[src/rtl/ysyx_22050854_pc_pkg.sv]
`default_nettype none
// +----------------------------------------------------------------------+
// | ysyx_22050854_pc_pkg : shared constants and helpers for fetch PC/BTB |
// | Revision 1.0                                                         |
// +----------------------------------------------------------------------+
package ysyx_22050854_pc_pkg;

    localparam int unsigned DEF_XLEN      = 32;
    localparam logic [31:0] DEF_RESET_VEC = 32'h8000_0000;

    localparam logic [1:0] CNT_SNT = 2'b00;
    localparam logic [1:0] CNT_WNT = 2'b01;
    localparam logic [1:0] CNT_WT  = 2'b10;
    localparam logic [1:0] CNT_ST  = 2'b11;

    function automatic logic [1:0] cnt_inc(input logic [1:0] c);
        return (c == CNT_ST) ? CNT_ST : c + 2'd1;
    endfunction

    function automatic logic [1:0] cnt_dec(input logic [1:0] c);
        return (c == CNT_SNT) ? CNT_SNT : c - 2'd1;
    endfunction

    function automatic int unsigned idx_w(input int unsigned entries);
        return $clog2(entries);
    endfunction

    // Instruction-aligned PCs: bits [1:0] belong to neither index nor tag.
    function automatic int unsigned tag_w(input int unsigned xlen, input int unsigned entries);
        return xlen - $clog2(entries) - 2;
    endfunction

endpackage
`default_nettype wire

[src/rtl/ysyx_22050854_btb.sv]
`default_nettype none
// +----------------------------------------------------------------------+
// | ysyx_22050854_btb : direct-mapped BTB, combinational lookup,         |
// | synchronous training, async clear of valid bits. Revision 1.0        |
// +----------------------------------------------------------------------+
module ysyx_22050854_btb
    import ysyx_22050854_pc_pkg::*;
#(
    parameter int unsigned XLEN    = DEF_XLEN,
    parameter int unsigned ENTRIES = 8
) (
    input  logic            clk,
    input  logic            rst,
    input  logic [XLEN-1:0] lkp_pc_i,
    output logic            lkp_hit_o,
    output logic [1:0]      lkp_cnt_o,
    output logic [XLEN-1:0] lkp_target_o,
    input  logic            upd_valid_i,
    input  logic [XLEN-1:0] upd_pc_i,
    input  logic            upd_taken_i,
    input  logic [XLEN-1:0] upd_target_i
);

    localparam int unsigned IDX_W = idx_w(ENTRIES);
    localparam int unsigned TAG_W = tag_w(XLEN, ENTRIES);

    logic [ENTRIES-1:0] valid_q;
    logic [TAG_W-1:0]   tag_q    [ENTRIES];
    logic [XLEN-1:0]    target_q [ENTRIES];
    logic [1:0]         cnt_q    [ENTRIES];

    logic [IDX_W-1:0] w_lkp_idx, w_upd_idx;
    logic [TAG_W-1:0] w_lkp_tag, w_upd_tag;
    logic             w_upd_hit;
    logic             wr_en_d;
    logic [TAG_W-1:0] tag_d;
    logic [XLEN-1:0]  target_d;
    logic [1:0]       cnt_d;
    logic             w_unused_lsb;

    assign w_lkp_idx    = lkp_pc_i[IDX_W+1:2];
    assign w_lkp_tag    = lkp_pc_i[XLEN-1:IDX_W+2];
    assign w_upd_idx    = upd_pc_i[IDX_W+1:2];
    assign w_upd_tag    = upd_pc_i[XLEN-1:IDX_W+2];
    assign w_unused_lsb = ^{lkp_pc_i[1:0], upd_pc_i[1:0]};

    // Reads see the arrays before this edge's write: no write-to-read bypass.
    assign lkp_hit_o    = valid_q[w_lkp_idx] && (tag_q[w_lkp_idx] == w_lkp_tag);
    assign lkp_cnt_o    = cnt_q[w_lkp_idx];
    assign lkp_target_o = target_q[w_lkp_idx];

    assign w_upd_hit = valid_q[w_upd_idx] && (tag_q[w_upd_idx] == w_upd_tag);

    always_comb begin
        wr_en_d  = 1'b0;
        tag_d    = tag_q[w_upd_idx];
        target_d = target_q[w_upd_idx];
        cnt_d    = cnt_q[w_upd_idx];
        if (upd_valid_i) begin
            if (w_upd_hit) begin
                wr_en_d = 1'b1;
                if (upd_taken_i) begin
                    cnt_d    = cnt_inc(cnt_q[w_upd_idx]);
                    target_d = upd_target_i;
                end else begin
                    cnt_d = cnt_dec(cnt_q[w_upd_idx]);
                end
            end else if (upd_taken_i) begin
                wr_en_d  = 1'b1;
                tag_d    = w_upd_tag;
                target_d = upd_target_i;
                cnt_d    = CNT_WT;
            end
        end
    end

    always_ff @(posedge clk or negedge rst) begin
        if (!rst) begin
            valid_q <= '0;
        end else if (wr_en_d) begin
            valid_q[w_upd_idx] <= 1'b1;
        end
    end

    // Payload is left unreset; a cleared valid bit makes stale contents unreachable.
    always_ff @(posedge clk) begin
        if (wr_en_d) begin
            tag_q[w_upd_idx]    <= tag_d;
            target_q[w_upd_idx] <= target_d;
            cnt_q[w_upd_idx]    <= cnt_d;
        end
    end

endmodule
`default_nettype wire

[src/rtl/ysyx_22050854_pc_btb.sv]
`default_nettype none
// +----------------------------------------------------------------------+
// | ysyx_22050854_pc_btb : fetch PC register and next-PC select; the BTB |
// | predictor is built only when YSYX_PC_BTB_EN is defined. Rev 1.0      |
// +----------------------------------------------------------------------+
module ysyx_22050854_pc_btb
    import ysyx_22050854_pc_pkg::*;
#(
    parameter int unsigned     XLEN        = DEF_XLEN,
    parameter logic [XLEN-1:0] RESET_VEC   = XLEN'(DEF_RESET_VEC),
    parameter int unsigned     BTB_ENTRIES = 8,
    parameter int unsigned     INST_BYTES  = 4
) (
    input  logic            clk,
    input  logic            rst,
    input  logic            stall,
    input  logic            redirect_valid,
    input  logic [XLEN-1:0] redirect_pc,
    input  logic            upd_valid,
    input  logic [XLEN-1:0] upd_pc,
    input  logic            upd_taken,
    input  logic [XLEN-1:0] upd_target,
    output logic [XLEN-1:0] pc,
    output logic            pred_taken,
    output logic [XLEN-1:0] pred_target,
    output logic            btb_hit
);

    logic [XLEN-1:0] pc_q, pc_d;
    logic [XLEN-1:0] w_seq_pc;
    logic [XLEN-1:0] w_btb_target;
    logic [1:0]      w_btb_cnt;
    logic            w_btb_hit;
    logic            w_unused_rpc;

    assign w_seq_pc     = pc_q + XLEN'(INST_BYTES);
    assign w_unused_rpc = ^redirect_pc[1:0];

`ifdef YSYX_PC_BTB_EN
    ysyx_22050854_btb #(
        .XLEN    (XLEN),
        .ENTRIES (BTB_ENTRIES)
    ) u_btb (
        .clk          (clk),
        .rst          (rst),
        .lkp_pc_i     (pc_q),
        .lkp_hit_o    (w_btb_hit),
        .lkp_cnt_o    (w_btb_cnt),
        .lkp_target_o (w_btb_target),
        .upd_valid_i  (upd_valid),
        .upd_pc_i     (upd_pc),
        .upd_taken_i  (upd_taken),
        .upd_target_i (upd_target)
    );
`else
    logic w_unused_upd;

    assign w_btb_hit    = 1'b0;
    assign w_btb_cnt    = CNT_SNT;
    assign w_btb_target = w_seq_pc;
    assign w_unused_upd = ^{upd_valid, upd_pc, upd_taken, upd_target};
`endif

    assign btb_hit     = w_btb_hit;
    assign pred_taken  = w_btb_hit && w_btb_cnt[1];
    assign pred_target = pred_taken ? w_btb_target : w_seq_pc;
    assign pc          = pc_q;

    // Redirect beats stall; pred_target already folds in the sequential fallback.
    always_comb begin
        pc_d = pc_q;
        if (redirect_valid) begin
            pc_d = {redirect_pc[XLEN-1:2], 2'b00};
        end else if (!stall) begin
            pc_d = pred_target;
        end
    end

    always_ff @(posedge clk or negedge rst) begin
        if (!rst) begin
            pc_q <= RESET_VEC;
        end else begin
            pc_q <= pc_d;
        end
    end

endmodule
`default_nettype wire

[config.mk]
export PLATFORM = sky130hd
export DESIGN_NAME = ysyx_22050854_pc_btb
export DESIGN_NICKNAME = d
export VERILOG_FILES = /design/src/rtl/ysyx_22050854_pc_pkg.sv /design/src/rtl/ysyx_22050854_btb.sv /design/src/rtl/ysyx_22050854_pc_btb.sv
export SDC_FILE = /design/constraint.sdc
export NUM_CORES = 1
export LEC_CHECK = 0
export BUFFER_PORTS_ARGS = -buffer_cell sky130_fd_sc_hd__buf_4
export CAP_MARGIN = 30
export CORE_UTILIZATION = 45
export CTS_BUF_LIST = sky130_fd_sc_hd__clkbuf_2
export DETAILED_ROUTE_END_ITERATION = 10
export PLACE_DENSITY = 0.88
export SETUP_SLACK_MARGIN = 0.2
export SYNTH_ARGS = -nofsm -noshare
export SYNTH_HDL_FRONTEND = slang
export SYNTH_HIERARCHICAL = 1
export SYNTH_SLANG_ARGS = --single-unit
[constraint.sdc]
create_clock -name clk -period 3.6 [get_ports clk]
set_input_delay 0.36 -clock clk [delete_from_list [all_inputs] [get_ports clk]]
set_output_delay 0.36 -clock clk [all_outputs]
set_load 0.02 [all_outputs]
==> flow_summary.json <==
{
  "wl_per_cell_um": 15.1,
  "fp.dieW_um": 73.5,
  "clock-sinks": 30,
  "worst_slew_margin_rel_pct": 51.0,
  "rsz0062_at_grt": "no",
  "area_growth_pct": 32.3,
  "drt_pass1_iterations": 4,
  "ys_types": 43,
  "power.internal_uw": 583,
  "gp_congestion": 0.827,
  "reg2reg_depth": 5,
  "grt_max_degree": 38,
  "fin_cells": 439,
  "fin_tns_setup_ns": 0,
  "clkPwrFrac_pct": 17.9,
  "hp-class": "input pin to flip-flop",
  "start_util_pct": 47.7,
  "critPathArrivalTime_ns": 2.83,
  "worstSetupEndpointType": "primary output",
  "setup_slack_ns": 0.410,
  "numPlacedInstances": 430,
  "dpl.hpwl_mm": 4.68,
  "ys_ff_latch": 30,
  "finalCritPeriodShare_pct": 88.6,
  "via_per_inst": 5.55,
  "crit_required_ns": 3.24,
  "ys_warn_count": 6,
  "ant_nets": 0,
  "drc": 0,
  "overflow": 0,
  "async_flop_share_pct": 100,
  "ios": 168,
  "synth_area_mm2": 0.00230,
  "die_h_um": 73.5,
  "power_density_mw_per_mm2": 325,
  "die-area_mm2": 0.00540,
  "antenna_found_initial": 0,
  "cts_tree": "done",
  "path_clk_slew_ns": 0.18,
  "fmax_mhz": 313,
  "first_iter_violations": 171,
  "postSynth.topFlopCell": "dfrtp_1",
  "finalHoldViolCount": 0,
  "ctsLongestPathBuffers": 2,
  "core_mm2": 0.00482,
  "status": "finished clean",
  "maxCapViolCount": 0,
  "vias": 2436,
  "cts_max_level": 2,
  "post-cts-setup-buffer-count": 0,
  "switching_share_pct": 41.0,
  "routed_wl_mm": 6.63,
  "largest_reg_flops": 30,
  "peakVddDrop_mv": 0.175,
  "first_global_vias": 2193,
  "crit_path_max_fanout": 16,
  "diodes": 0,
  "avgSynthCellArea_um2": 7.93,
  "synth_cells": 290,
  "num_rows": 25,
  "startpoint": "pc[2]$_DFFE_PN0N_",
  "reg2reg_to": "pc[26]$_DFFE_PN0N_",
  "r2r-start": "pc[2]$_DFFE_PN0N_",
  "p_leak_uw": 0.00130,
  "ys_seq_area_share_pct": 32.7,
  "seq_power_share_pct": 44.3,
  "grt_util_all_layers_pct": 25.0,
  "clock_latency_ns": 0.39,
  "nets": 474,
  "cts_buffers": 5,
  "worst_slew_pin_slew_ns": 0.731,
  "switching_power_uw": 406,
  "worstSetupPathType": "flip-flop to primary output",
  "fin_skew_ns": 0.0175,
  "portBuffers": 93,
  "drv_slew": 0,
  "dp_slack_ns": 0.843,
  "crit_end": "pred_target[26]",
  "power_uw": 989,
  "period_needed_ns": 3.19,
  "synth_edf_count": 0,
  "setup_viol": 0,
  "cts_root_buffer": "clkbuf_2",
  "grt_pass1_wl_mm": 10.4,
  "drive_above_1_share_pct": 29.6,
  "start_kind": "flip-flop",
  "r2r_setup_slack_ns": 0.98,
  "combPwrFrac_pct": 37.8,
  "utilization_pct": 63.2
}
==> worst max-delay path, cell delays in order (launching register included) <==
cell and delay, ns:
dfrtp_1 0.49, ha_1 0.32, nand4_2 0.20, or4_1 0.81, nor3_1 0.32, xor2_1 0.17
buf_4 0.16
==> layout by cell type, fill, tap and decap left out, types with 8 or more instances in the layout <==
cell type and instances:
nand4_1 12, a31oi_1 12, buf_4 95, nor4_1 8
nand2_1 33, nand3_1 17, or4_1 9, dfrtp_1 29
xnor2_1 27, o21ai_0 15, xor2_1 13, nor2_1 31
nor3_1 10
==> logic make-up after synthesis <==
logic type | Yosys count | synth area share, %
AND/OR/NAND/NOR | 140 | 31.6
AO/OA/AOI/OAI | 42 | 12.0
XOR/XNOR | 40 | 15.2
buffers and inverters | 34 | 6.80
flip-flops | 30 | 32.7
multiplexers | 2 | 0.925
adder cells (fa/ha/maj) | 1 | 0.544
other | 1 | 0.163
==> timing repair <==
action | in CTS | in global routing
setup endpoints to repair | 0 | 4
hold buffers | 1 | 0
endpoints found under the hold margin | 29 | 0
gates resized for setup | 0 | 1
==> worst min path at each step <==
stage	from	end	slack [ns]	depth (start not counted)
CTS	redirect_pc[28]	pc[28]$_DFFE_PN0N_	0.14	3
detailed placement	rst	pc[16]$_DFFE_PN0N_	0.32	1
floorplan	rst	pc[10]$_DFFE_PN0N_	0.06	0
finish	redirect_pc[17]	pc[17]$_DFFE_PN0N_	0.16	3
global placement	rst	pc[16]$_DFFE_PN0N_	0.31	1
global route	redirect_pc[17]	pc[17]$_DFFE_PN0N_	0.14	3
==> stage by stage <==
step	hold slack [ns]	area (um^2)
finish	0.159	3040
detailed placement	0.318	2990
global route	0.145	3040
CTS	0.145	3030
floorplan	0.0644	2320
global placement	0.314	2990
==> power by group through the flow <==
stage | clock network [uW] | registers (uW) | logic, uW
floorplan | 0 | 453 | 197
global placement | 0 | 439 | 365
detailed placement | 0 | 442 | 372
CTS | 181 | 436 | 375
global route | 196 | 443 | 402
finish | 177 | 438 | 374
==> routing by layer <==
metal  track usage (%)  up-vias  wire (um)
li1                  -     1187          -
met1              30.9     1114       2810
met2              42.6      124       3180
met3              6.17       11        550
met4              8.12        0         93
met5                 0        -          0
==> layout make-up <==
cell class	count	area (um^2)
clock buffers	6	30.0
clock inverters	2	8.76
fillers	451	1770
inverters	7	26.3
multi-input cells	231	1420
flip-flops and latches	30	752
well taps	67	83.8
repair buffers	96	723
==> cells in the mapped netlist (2+ instances only) <==
cell type,n,area (um^2)
buf_2,4,20.0
nand2b_1,2,12.5
clkbuf_1,15,56.3
buf_4,6,45.0
or2_2,2,12.5
xor2_1,13,114
o31ai_1,4,30.0
inv_1,6,22.5
or3_1,3,18.8
or4_1,9,67.6
nand4b_1,3,26.3
nor3_1,10,50.1
o21ai_0,15,75.1
dfrtp_1,29,726
nor4_1,8,50.1
and4_1,4,35.0
xnor2_1,27,236
nor2_1,31,116
a311o_1,2,20.0
o41ai_1,3,26.3
o31a_1,2,17.5
nand3_1,17,85.1
nand2_1,33,124
a31oi_1,12,75.1
nand4_1,12,75.1
(Power assumes the default switching activity.)
